==> config.mk <==
export PLATFORM = sky130hd
export DESIGN_NAME = board_input_ctrl_flat
export DESIGN_NICKNAME = d
export VERILOG_FILES = /design/src/rtl/board_input_ctrl_pkg.sv /design/src/rtl/board_input_ctrl_if.sv /design/src/rtl/board_input_ctrl_btn_debounce.sv /design/src/rtl/board_input_ctrl.sv /design/src/flat_wrapper.sv
export SDC_FILE = /design/constraint.sdc
export NUM_CORES = 1
export LEC_CHECK = 0
export CAP_MARGIN = 40
export CORE_ASPECT_RATIO = 1.5
export CORE_MARGIN = 10
export CORE_UTILIZATION = 61
export CTS_CLUSTER_SIZE = 10
export DETAILED_ROUTE_END_ITERATION = 16
export PLACE_DENSITY = 0.79
export SLEW_MARGIN = 5
export SYNTH_ARGS = -nofsm -noshare
export SYNTH_HDL_FRONTEND = slang
export SYNTH_SLANG_ARGS = --single-unit
==> constraint.sdc <==
create_clock -name clk -period 6.75 [get_ports clk]
set_clock_uncertainty 0.2 [all_clocks]
set_input_delay 0.675 -clock clk [delete_from_list [all_inputs] [get_ports clk]]
set_output_delay 0.675 -clock clk [all_outputs]
set_load 0.01 [all_outputs]
==> src/rtl/board_input_ctrl_pkg.sv <==
// Shared types and helpers for the board input controller.
//   seq_state_t : sequencer state encoding (WAIT_LOCK=0, HOLD=1, RUN=2)
//   SEQ_STATE_W : width of the seq_state debug port
//   cnt_width() : counter width for counting 0..n-1 (at least one bit)
package board_io_pkg;

  localparam int SEQ_STATE_W = 2;

  typedef enum logic [SEQ_STATE_W-1:0] {
    WAIT_LOCK = 2'd0,
    HOLD      = 2'd1,
    RUN       = 2'd2
  } seq_state_t;

  function automatic int cnt_width(input int n);
    return (n > 1) ? $clog2(n) : 1;
  endfunction

endpackage

==> src/rtl/board_input_ctrl_if.sv <==
// Board-side signal bundle of the board input controller.
//   pll_locked    : PLL lock, asynchronous to clk
//   btn_reset_raw : raw board reset button
//   btn_raw       : raw player buttons
//   core_rst_n    : active-low reset to the game core
//   btn_level     : debounced button state, 1 = pressed
//   btn_press     : single-cycle press pulses
//   seq_state     : sequencer state (debug)
// Modports: master = board/test side, slave = board_input_ctrl.
interface board_input_ctrl_if
  import board_io_pkg::*;
#(
  parameter int NUM_BTN = 5
);

  logic                   pll_locked;
  logic                   btn_reset_raw;
  logic [NUM_BTN-1:0]     btn_raw;
  logic                   core_rst_n;
  logic [NUM_BTN-1:0]     btn_level;
  logic [NUM_BTN-1:0]     btn_press;
  logic [SEQ_STATE_W-1:0] seq_state;

  modport master (
    output pll_locked, btn_reset_raw, btn_raw,
    input  core_rst_n, btn_level, btn_press, seq_state
  );

  modport slave (
    input  pll_locked, btn_reset_raw, btn_raw,
    output core_rst_n, btn_level, btn_press, seq_state
  );

endinterface

==> src/rtl/board_input_ctrl_btn_debounce.sv <==
// One button channel: 2-flop synchroniser, debounce counter and press-edge pulse.
//   clk    : system clock
//   nRESET : asynchronous active-low reset
//   raw    : button input already normalised to active-high (asynchronous)
//   level  : debounced level, 1 = pressed
//   press  : 1-cycle pulse in the cycle after level rises
// A new level is accepted only after the synchronised input has differed from
// the accepted level for DEBOUNCE_CYCLES consecutive cycles.
module btn_debounce
  import board_io_pkg::*;
#(
  parameter int DEBOUNCE_CYCLES = 18000
) (
  input  logic clk,
  input  logic nRESET,
  input  logic raw,
  output logic level,
  output logic press
);

  localparam int                CNT_W   = cnt_width(DEBOUNCE_CYCLES);
  localparam logic [CNT_W-1:0]  CNT_MAX = CNT_W'(DEBOUNCE_CYCLES - 1);

  logic             sync_p0;
  logic             sync_p1;
  logic [CNT_W-1:0] cnt;
  logic             stable;
  logic             stable_d;

  always_ff @(posedge clk or negedge nRESET) begin
    if (!nRESET) begin
      sync_p0  <= 1'b0;
      sync_p1  <= 1'b0;
      cnt      <= '0;
      stable   <= 1'b0;
      stable_d <= 1'b0;
      press    <= 1'b0;
    end else begin
      // synchroniser boundary: sync_p0 -> sync_p1
      sync_p0 <= raw;
      sync_p1 <= sync_p0;

      // debounce boundary: any return to the accepted level restarts the count
      if (sync_p1 == stable) begin
        cnt <= '0;
      end else if (cnt == CNT_MAX) begin
        stable <= sync_p1;
        cnt    <= '0;
      end else begin
        cnt <= cnt + 1'b1;
      end

      // edge boundary: pulse in the cycle after stable rises, nothing on release
      stable_d <= stable;
      press    <= stable & ~stable_d;
    end
  end

  assign level = stable;

endmodule

==> src/rtl/board_input_ctrl.sv <==
// Board-level reset sequencer and button conditioner between the PLL and the game core.
//   clk    : system clock (PLL outclk_0)
//   nRESET : asynchronous active-low reset
//   bus    : board_input_ctrl_if.slave
//            in : pll_locked, btn_reset_raw, btn_raw[NUM_BTN]
//            out: core_rst_n, btn_level[NUM_BTN], btn_press[NUM_BTN], seq_state
// Core reset is held until PLL lock plus POR_CYCLES; lock loss or a debounced
// reset-button press re-enters reset. Player and reset buttons share one
// debounce channel type; the reset button is the extra top channel and is never
// visible on btn_level.
// Optional feature macro: BTN_AUTOREPEAT_EN adds held-button auto-repeat pulses
// (first after REPEAT_DELAY cycles, then every REPEAT_PERIOD cycles).
module board_input_ctrl
  import board_io_pkg::*;
#(
  parameter int NUM_BTN         = 5,
  parameter int DEBOUNCE_CYCLES = 18000,
  parameter int POR_CYCLES      = 65536,
  parameter int BTN_ACTIVE_LOW  = 1,
  parameter int REPEAT_DELAY    = 9000000,
  parameter int REPEAT_PERIOD   = 1800000
) (
  input  logic                clk,
  input  logic                nRESET,
  board_input_ctrl_if.slave   bus
);

  localparam int               POR_W   = cnt_width(POR_CYCLES);
  localparam logic [POR_W-1:0] POR_MAX = POR_W'(POR_CYCLES - 1);

  if (DEBOUNCE_CYCLES < 1 || POR_CYCLES < 1 || REPEAT_DELAY < 1 || REPEAT_PERIOD < 1)
  begin : g_bad_param
    $error("board_input_ctrl: cycle-count parameters must be at least 1");
  end

  // Button channels: index NUM_BTN is the board reset button.
  logic [NUM_BTN:0] raw_hi;
  logic [NUM_BTN:0] deb_level;
  logic [NUM_BTN:0] deb_press;

  assign raw_hi = {bus.btn_reset_raw, bus.btn_raw} ^ {(NUM_BTN + 1){BTN_ACTIVE_LOW != 0}};

  for (genvar g = 0; g <= NUM_BTN; g++) begin : g_btn
    btn_debounce #(
      .DEBOUNCE_CYCLES (DEBOUNCE_CYCLES)
    ) u_btn_debounce (
      .clk    (clk),
      .nRESET (nRESET),
      .raw    (raw_hi[g]),
      .level  (deb_level[g]),
      .press  (deb_press[g])
    );
  end

  logic rst_btn_level;
  logic rst_btn_press;

  assign rst_btn_level = deb_level[NUM_BTN];
  assign rst_btn_press = deb_press[NUM_BTN];

  // Lock synchroniser: lock_p0 -> lock_p1
  logic lock_p0;
  logic lock_p1;

  always_ff @(posedge clk or negedge nRESET) begin
    if (!nRESET) begin
      lock_p0 <= 1'b0;
      lock_p1 <= 1'b0;
    end else begin
      lock_p0 <= bus.pll_locked;
      lock_p1 <= lock_p0;
    end
  end

  // Sequencer
  seq_state_t       state;
  seq_state_t       state_next;
  logic [POR_W-1:0] por_cnt;
  logic [POR_W-1:0] por_cnt_next;
  logic             core_run;
  logic             core_run_next;

  always_ff @(posedge clk or negedge nRESET) begin
    if (!nRESET) begin
      state    <= WAIT_LOCK;
      por_cnt  <= '0;
      core_run <= 1'b0;
    end else begin
      state    <= state_next;
      por_cnt  <= por_cnt_next;
      core_run <= core_run_next;
    end
  end

  always_comb begin
    state_next   = state;
    por_cnt_next = por_cnt;
    unique case (state)
      WAIT_LOCK: begin
        por_cnt_next = '0;
        if (lock_p1) state_next = HOLD;
      end
      HOLD: begin
        if (!lock_p1) begin
          state_next = WAIT_LOCK;
        end else if (rst_btn_level) begin
          // a held reset button keeps the power-on delay from starting
          por_cnt_next = '0;
        end else if (por_cnt == POR_MAX) begin
          state_next = RUN;
        end else begin
          por_cnt_next = por_cnt + 1'b1;
        end
      end
      RUN: begin
        // lock loss outranks the reset button
        if (!lock_p1) begin
          state_next = WAIT_LOCK;
        end else if (rst_btn_press) begin
          state_next   = HOLD;
          por_cnt_next = '0;
        end
      end
      default: begin
        state_next   = WAIT_LOCK;
        por_cnt_next = '0;
      end
    endcase
  end

  // Core reset releases one cycle after RUN is entered, but asserts on the same
  // edge that leaves RUN so the core never runs a cycle past lock loss.
  always_comb begin
    core_run_next = (state == RUN) && (state_next == RUN);
  end

  // Press pulses towards the core
  logic [NUM_BTN-1:0] press_src;

`ifdef BTN_AUTOREPEAT_EN
  localparam int RPT_MAX = (REPEAT_DELAY > REPEAT_PERIOD) ? REPEAT_DELAY : REPEAT_PERIOD;
  localparam int RPT_W   = cnt_width(RPT_MAX + 1);
  localparam logic [RPT_W-1:0] RPT_FIRST = RPT_W'(REPEAT_DELAY);
  localparam logic [RPT_W-1:0] RPT_NEXT  = RPT_W'(REPEAT_PERIOD - 1);

  logic [RPT_W-1:0]   rpt_cnt [NUM_BTN];
  logic [NUM_BTN-1:0] rpt_armed;
  logic [NUM_BTN-1:0] rpt_pulse;

  // rpt_cnt counts cycles of held level; the first target is measured from the
  // level rise, so the first repeat lands REPEAT_DELAY after the edge pulse.
  always_ff @(posedge clk or negedge nRESET) begin
    if (!nRESET) begin
      for (int i = 0; i < NUM_BTN; i++) rpt_cnt[i] <= '0;
      rpt_armed <= '0;
      rpt_pulse <= '0;
    end else begin
      for (int i = 0; i < NUM_BTN; i++) begin
        if (!deb_level[i]) begin
          rpt_cnt[i]   <= '0;
          rpt_armed[i] <= 1'b0;
          rpt_pulse[i] <= 1'b0;
        end else if (rpt_cnt[i] == (rpt_armed[i] ? RPT_NEXT : RPT_FIRST)) begin
          rpt_cnt[i]   <= '0;
          rpt_armed[i] <= 1'b1;
          rpt_pulse[i] <= 1'b1;
        end else begin
          rpt_cnt[i]   <= rpt_cnt[i] + 1'b1;
          rpt_pulse[i] <= 1'b0;
        end
      end
    end
  end

  assign press_src = deb_press[NUM_BTN-1:0] | rpt_pulse;
`else
  assign press_src = deb_press[NUM_BTN-1:0];
`endif

  // Levels stay live through core reset; presses are suppressed while it is held.
  assign bus.btn_level  = deb_level[NUM_BTN-1:0];
  assign bus.btn_press  = press_src & {NUM_BTN{core_run}};
  assign bus.core_rst_n = core_run;
  assign bus.seq_state  = state;

endmodule
==> src/flat_wrapper.sv <==
// flat-port wrapper written by rule: the top's interface ports become plain ports
module board_input_ctrl_flat import board_io_pkg::*;
#(
  parameter int NUM_BTN         = 5,
  parameter int DEBOUNCE_CYCLES = 18000,
  parameter int POR_CYCLES      = 65536,
  parameter int BTN_ACTIVE_LOW  = 1,
  parameter int REPEAT_DELAY    = 9000000,
  parameter int REPEAT_PERIOD   = 1800000
)
  (clk, nRESET, bus_pll_locked, bus_btn_reset_raw, bus_btn_raw, bus_core_rst_n, bus_btn_level, bus_btn_press, bus_seq_state);
  board_input_ctrl_if #(.NUM_BTN(NUM_BTN)) bus_i ();
  input  logic clk;
  input  logic nRESET;
  input wire logic [$bits(bus_i.pll_locked)-1:0] bus_pll_locked;
  input wire logic [$bits(bus_i.btn_reset_raw)-1:0] bus_btn_reset_raw;
  input wire logic [$bits(bus_i.btn_raw)-1:0] bus_btn_raw;
  output wire logic [$bits(bus_i.core_rst_n)-1:0] bus_core_rst_n;
  output wire logic [$bits(bus_i.btn_level)-1:0] bus_btn_level;
  output wire logic [$bits(bus_i.btn_press)-1:0] bus_btn_press;
  output wire logic [$bits(bus_i.seq_state)-1:0] bus_seq_state;
  assign bus_i.pll_locked = bus_pll_locked;
  assign bus_i.btn_reset_raw = bus_btn_reset_raw;
  assign bus_i.btn_raw = bus_btn_raw;
  assign bus_core_rst_n = bus_i.core_rst_n;
  assign bus_btn_level = bus_i.btn_level;
  assign bus_btn_press = bus_i.btn_press;
  assign bus_seq_state = bus_i.seq_state;
  board_input_ctrl #(.NUM_BTN(NUM_BTN), .DEBOUNCE_CYCLES(DEBOUNCE_CYCLES), .POR_CYCLES(POR_CYCLES), .BTN_ACTIVE_LOW(BTN_ACTIVE_LOW), .REPEAT_DELAY(REPEAT_DELAY), .REPEAT_PERIOD(REPEAT_PERIOD)) u_core (.clk(clk), .nRESET(nRESET), .bus(bus_i));
endmodule
==> impl_metrics.tcl <==
set metrics [dict create \
    core_region_area_um2 10600 \
    io_pins 22 \
    reg2reg_from "u_core.g_btn[2].u_btn_debounce.cnt[0]" \
    tightest_slew_ns 0.524 \
    ctsResizeCount 0 \
    synth_xor_area_share_pct 9.99 \
    drtIter0Drc 291 \
    ys_ff_latch 141 \
    core.rowCount 46 \
    die_w_um 105 \
    ys_seq_area_share_pct 53.6 \
    pre_cts_slack_ns 4.54 \
    r2r_end "u_core.g_btn[2].u_btn_debounce.cnt[14]" \
    cap_violations 0 \
    setup_slack_ns 4.27 \
    die_h_um 147 \
    postCtsHoldBufs 0 \
    synthAdderAreaFrac_pct 1.33 \
    fin_nets 680 \
    vias 4911 \
    synth-simple-area-share_pct 25.2 \
    rsz0062_at_grt "no" \
    synthMuxAreaShare_pct 1.39 \
    synth_top_family_by_area "simple AND/OR/NAND/NOR gates" \
    clock_path_buffers 2 \
    synth_edf_count 0 \
    critical_path_class "flip-flop to output port" \
    cts_tree "yes" \
    max_slew_margin_pct 65.1 \
    async_flop_share_pct 100 \
    synth_compound_area_share_pct 5.19 \
    grt_overflow 0 \
    dr.pass1.iters 5 \
    layout-area-overhead-vs-synth_pct 15.0 \
    fillers 788 \
    post-route-period-util_pct 36.7 \
    synthDistinctLibCells 53 \
    critPathRequiredTime_ns 5.88 \
    start_kind "flip-flop" \
    via_per_inst 5.99 \
    power.leakage_uw 0.00318 \
    fin_setup_tns_ns 0 \
    fmax_ghz 0.404 \
    power_density_nw_per_um2 259 \
    drc 0 \
    netlist_area_um2 6580 \
    clock_sinks 141 \
    design_area_um2 7560 \
    dp_hpwl_um 8470 \
    wl_um 13100 \
    avgSynthCellArea_um2 10.3 \
    grt_max_degree 61 \
    crit_path_end_kind "output port" \
    cts.clk_slew.worst_paths_ns 0.06 \
    h-tree-depth 4 \
    worstPathMaxFanout 6 \
    fp.dieArea_um2 15400 \
    antenna_left 0 \
    diodes 0 \
    synthCells 640 \
    synth_ff_type "dfrtp_1" \
    fin_crit_ns 2.48 \
    drv_slew 0 \
    vdd_drop_max_mv 0.213 \
    io_buffers 21 \
    status "complete, no violations" \
    initial_core_util_pct 62.1 \
    grt_pass1_vias 4942 \
    grt_first_pass_wirelength_um 22800 \
    hold_path.class "primary input to async pin" \
    insertion_delay_ns 0.42 \
    drive_gt1_share_pct 7.54 \
    syn_nets 656 \
    place.gp.congestion 0.914 \
    r2r_cells 5 \
    finalHoldViolCount 0 \
    antenna_found_initial 0 \
    finalSetupViolCount 0 \
    root_buffer "clkbuf_16" \
    crit_start "u_core.bus.core_rst_n" \
    cts_setup_buffers 0 \
    numCtsBuffers 17 \
    cp.arrival_ns 1.60 \
    wl_per_cell_um 15.9 \
    timing.critical_path.to "bus_btn_press[1]" \
    rrSetupSlack_ns 4.51 \
    gr-usage-all-layers_pct 17.7 \
    placed_cell_area_um2 6910 \
    yosysWarnings 0 \
]
## routing by layer
metal | share of wire (%) | up-vias | global-route usage, %
li1 | - | 2303 | -
met1 | 40 | 2446 | 20.1
met2 | 54 | 141 | 31.0
met3 | 4.0 | 21 | 4.07
met4 | 1.8 | 0 | 7.85
met5 | 0 | - | 0
## cells in the mapped netlist (all sizes together) (11+ instances only)
library cell | instances | area [um^2]
nand2 | 35 | 134
nand3 | 39 | 195
a21oi | 13 | 65.1
o21ai | 12 | 60.1
nor3 | 20 | 100
nand4 | 29 | 181
clkbuf | 11 | 41.3
nor4 | 15 | 93.8
xnor2 | 44 | 385
and3 | 17 | 106
dfrtp | 141 | 3530
xor2 | 31 | 272
inv | 27 | 101
nor2 | 85 | 319
## final cells by class
| type | count | area [um^2] | area share (%) |
|---|---|---|---|
| clock buffers | 18 | 439 | 5.81 |
| repair buffers | 26 | 269 | 3.56 |
| flip-flops and latches | 141 | 3530 | 46.7 |
| clock inverters | 13 | 210 | 2.78 |
| well taps | 144 | 180 | 2.38 |
| inverters | 27 | 101 | 1.34 |
| multi-input cells | 451 | 2830 | 37.5 |
## worst max-delay path, cell delays in order (launching register included)
cell and delay [ns]:
dfrtp_1 0.44, and2_1 0.20, clkdlybuf4s50_1 0.55
## where the power goes
part           internal [uW]  switching (uW)  total [uW]
clock network            666             360        1030
registers                861            14.2         875
logic                   20.7            39.1        59.8
## cells by family (layout without fill, tap and decap cells)
group	Yosys count	after routing
AND/OR/NAND/NOR	307	307
flip-flops	141	141
XOR/XNOR	75	75
AO/OA/AOI/OAI	54	54
buffers and inverters	48	84
multiplexers	8	8
adder cells (fa/ha/maj)	7	7
## cell usage in the layout (no fill, tap or decap), drive strengths merged, types with 20 or more instances in the layout
cell	netlist	final
inv	27	31
nor2	85	85
nand2	35	35
xnor2	44	44
nand3	39	39
clkdlybuf4s50	0	20
dfrtp	141	141
nor3	20	20
nand4	29	29
xor2	31	31
## registers in the layout (all words and copies together) (netlist names)
signal	flops
u_core.bus.core_rst_n	1
u_core.bus.seq_state	2
u_core.g_btn.u_btn_debounce.cnt	90
u_core.g_btn.u_btn_debounce.level	6
u_core.g_btn.u_btn_debounce.press	6
u_core.g_btn.u_btn_debounce.stable_d	6
u_core.g_btn.u_btn_debounce.sync_p0	6
u_core.g_btn.u_btn_debounce.sync_p1	6
u_core.lock_p0	1
u_core.lock_p1	1
u_core.por_cnt	16
## worst min path at each step
| stage | end | slack (ns) | cells past startpoint |
|---|---|---|---|
| floorplan | u_core.g_btn[0].u_btn_debounce.sync_p1 | 0.13 | 0 |
| global placement | u_core.g_btn[0].u_btn_debounce.sync_p1 | 0.13 | 0 |
| detailed placement | u_core.g_btn[4].u_btn_debounce.sync_p1 | 0.14 | 0 |
| CTS | u_core.g_btn[4].u_btn_debounce.cnt[12] | 0.02 | 1 |
| global route | u_core.g_btn[4].u_btn_debounce.cnt[12] | 0.06 | 1 |
| finish | u_core.g_btn[4].u_btn_debounce.cnt[12] | 0.005 | 1 |
## stage by stage
step	hold slack [ns]	std cells	power [uW]	utilization, %
after global routing	0.0584	820	2020	71.4
final	0.00473	820	1960	71.4
after global placement	0.133	786	944	64.9
after detailed placement	0.137	789	950	65.3
after floorplan	0.131	640	916	-
after CTS	0.0246	820	1980	71.4
Power figures use the tool's default switching activity.
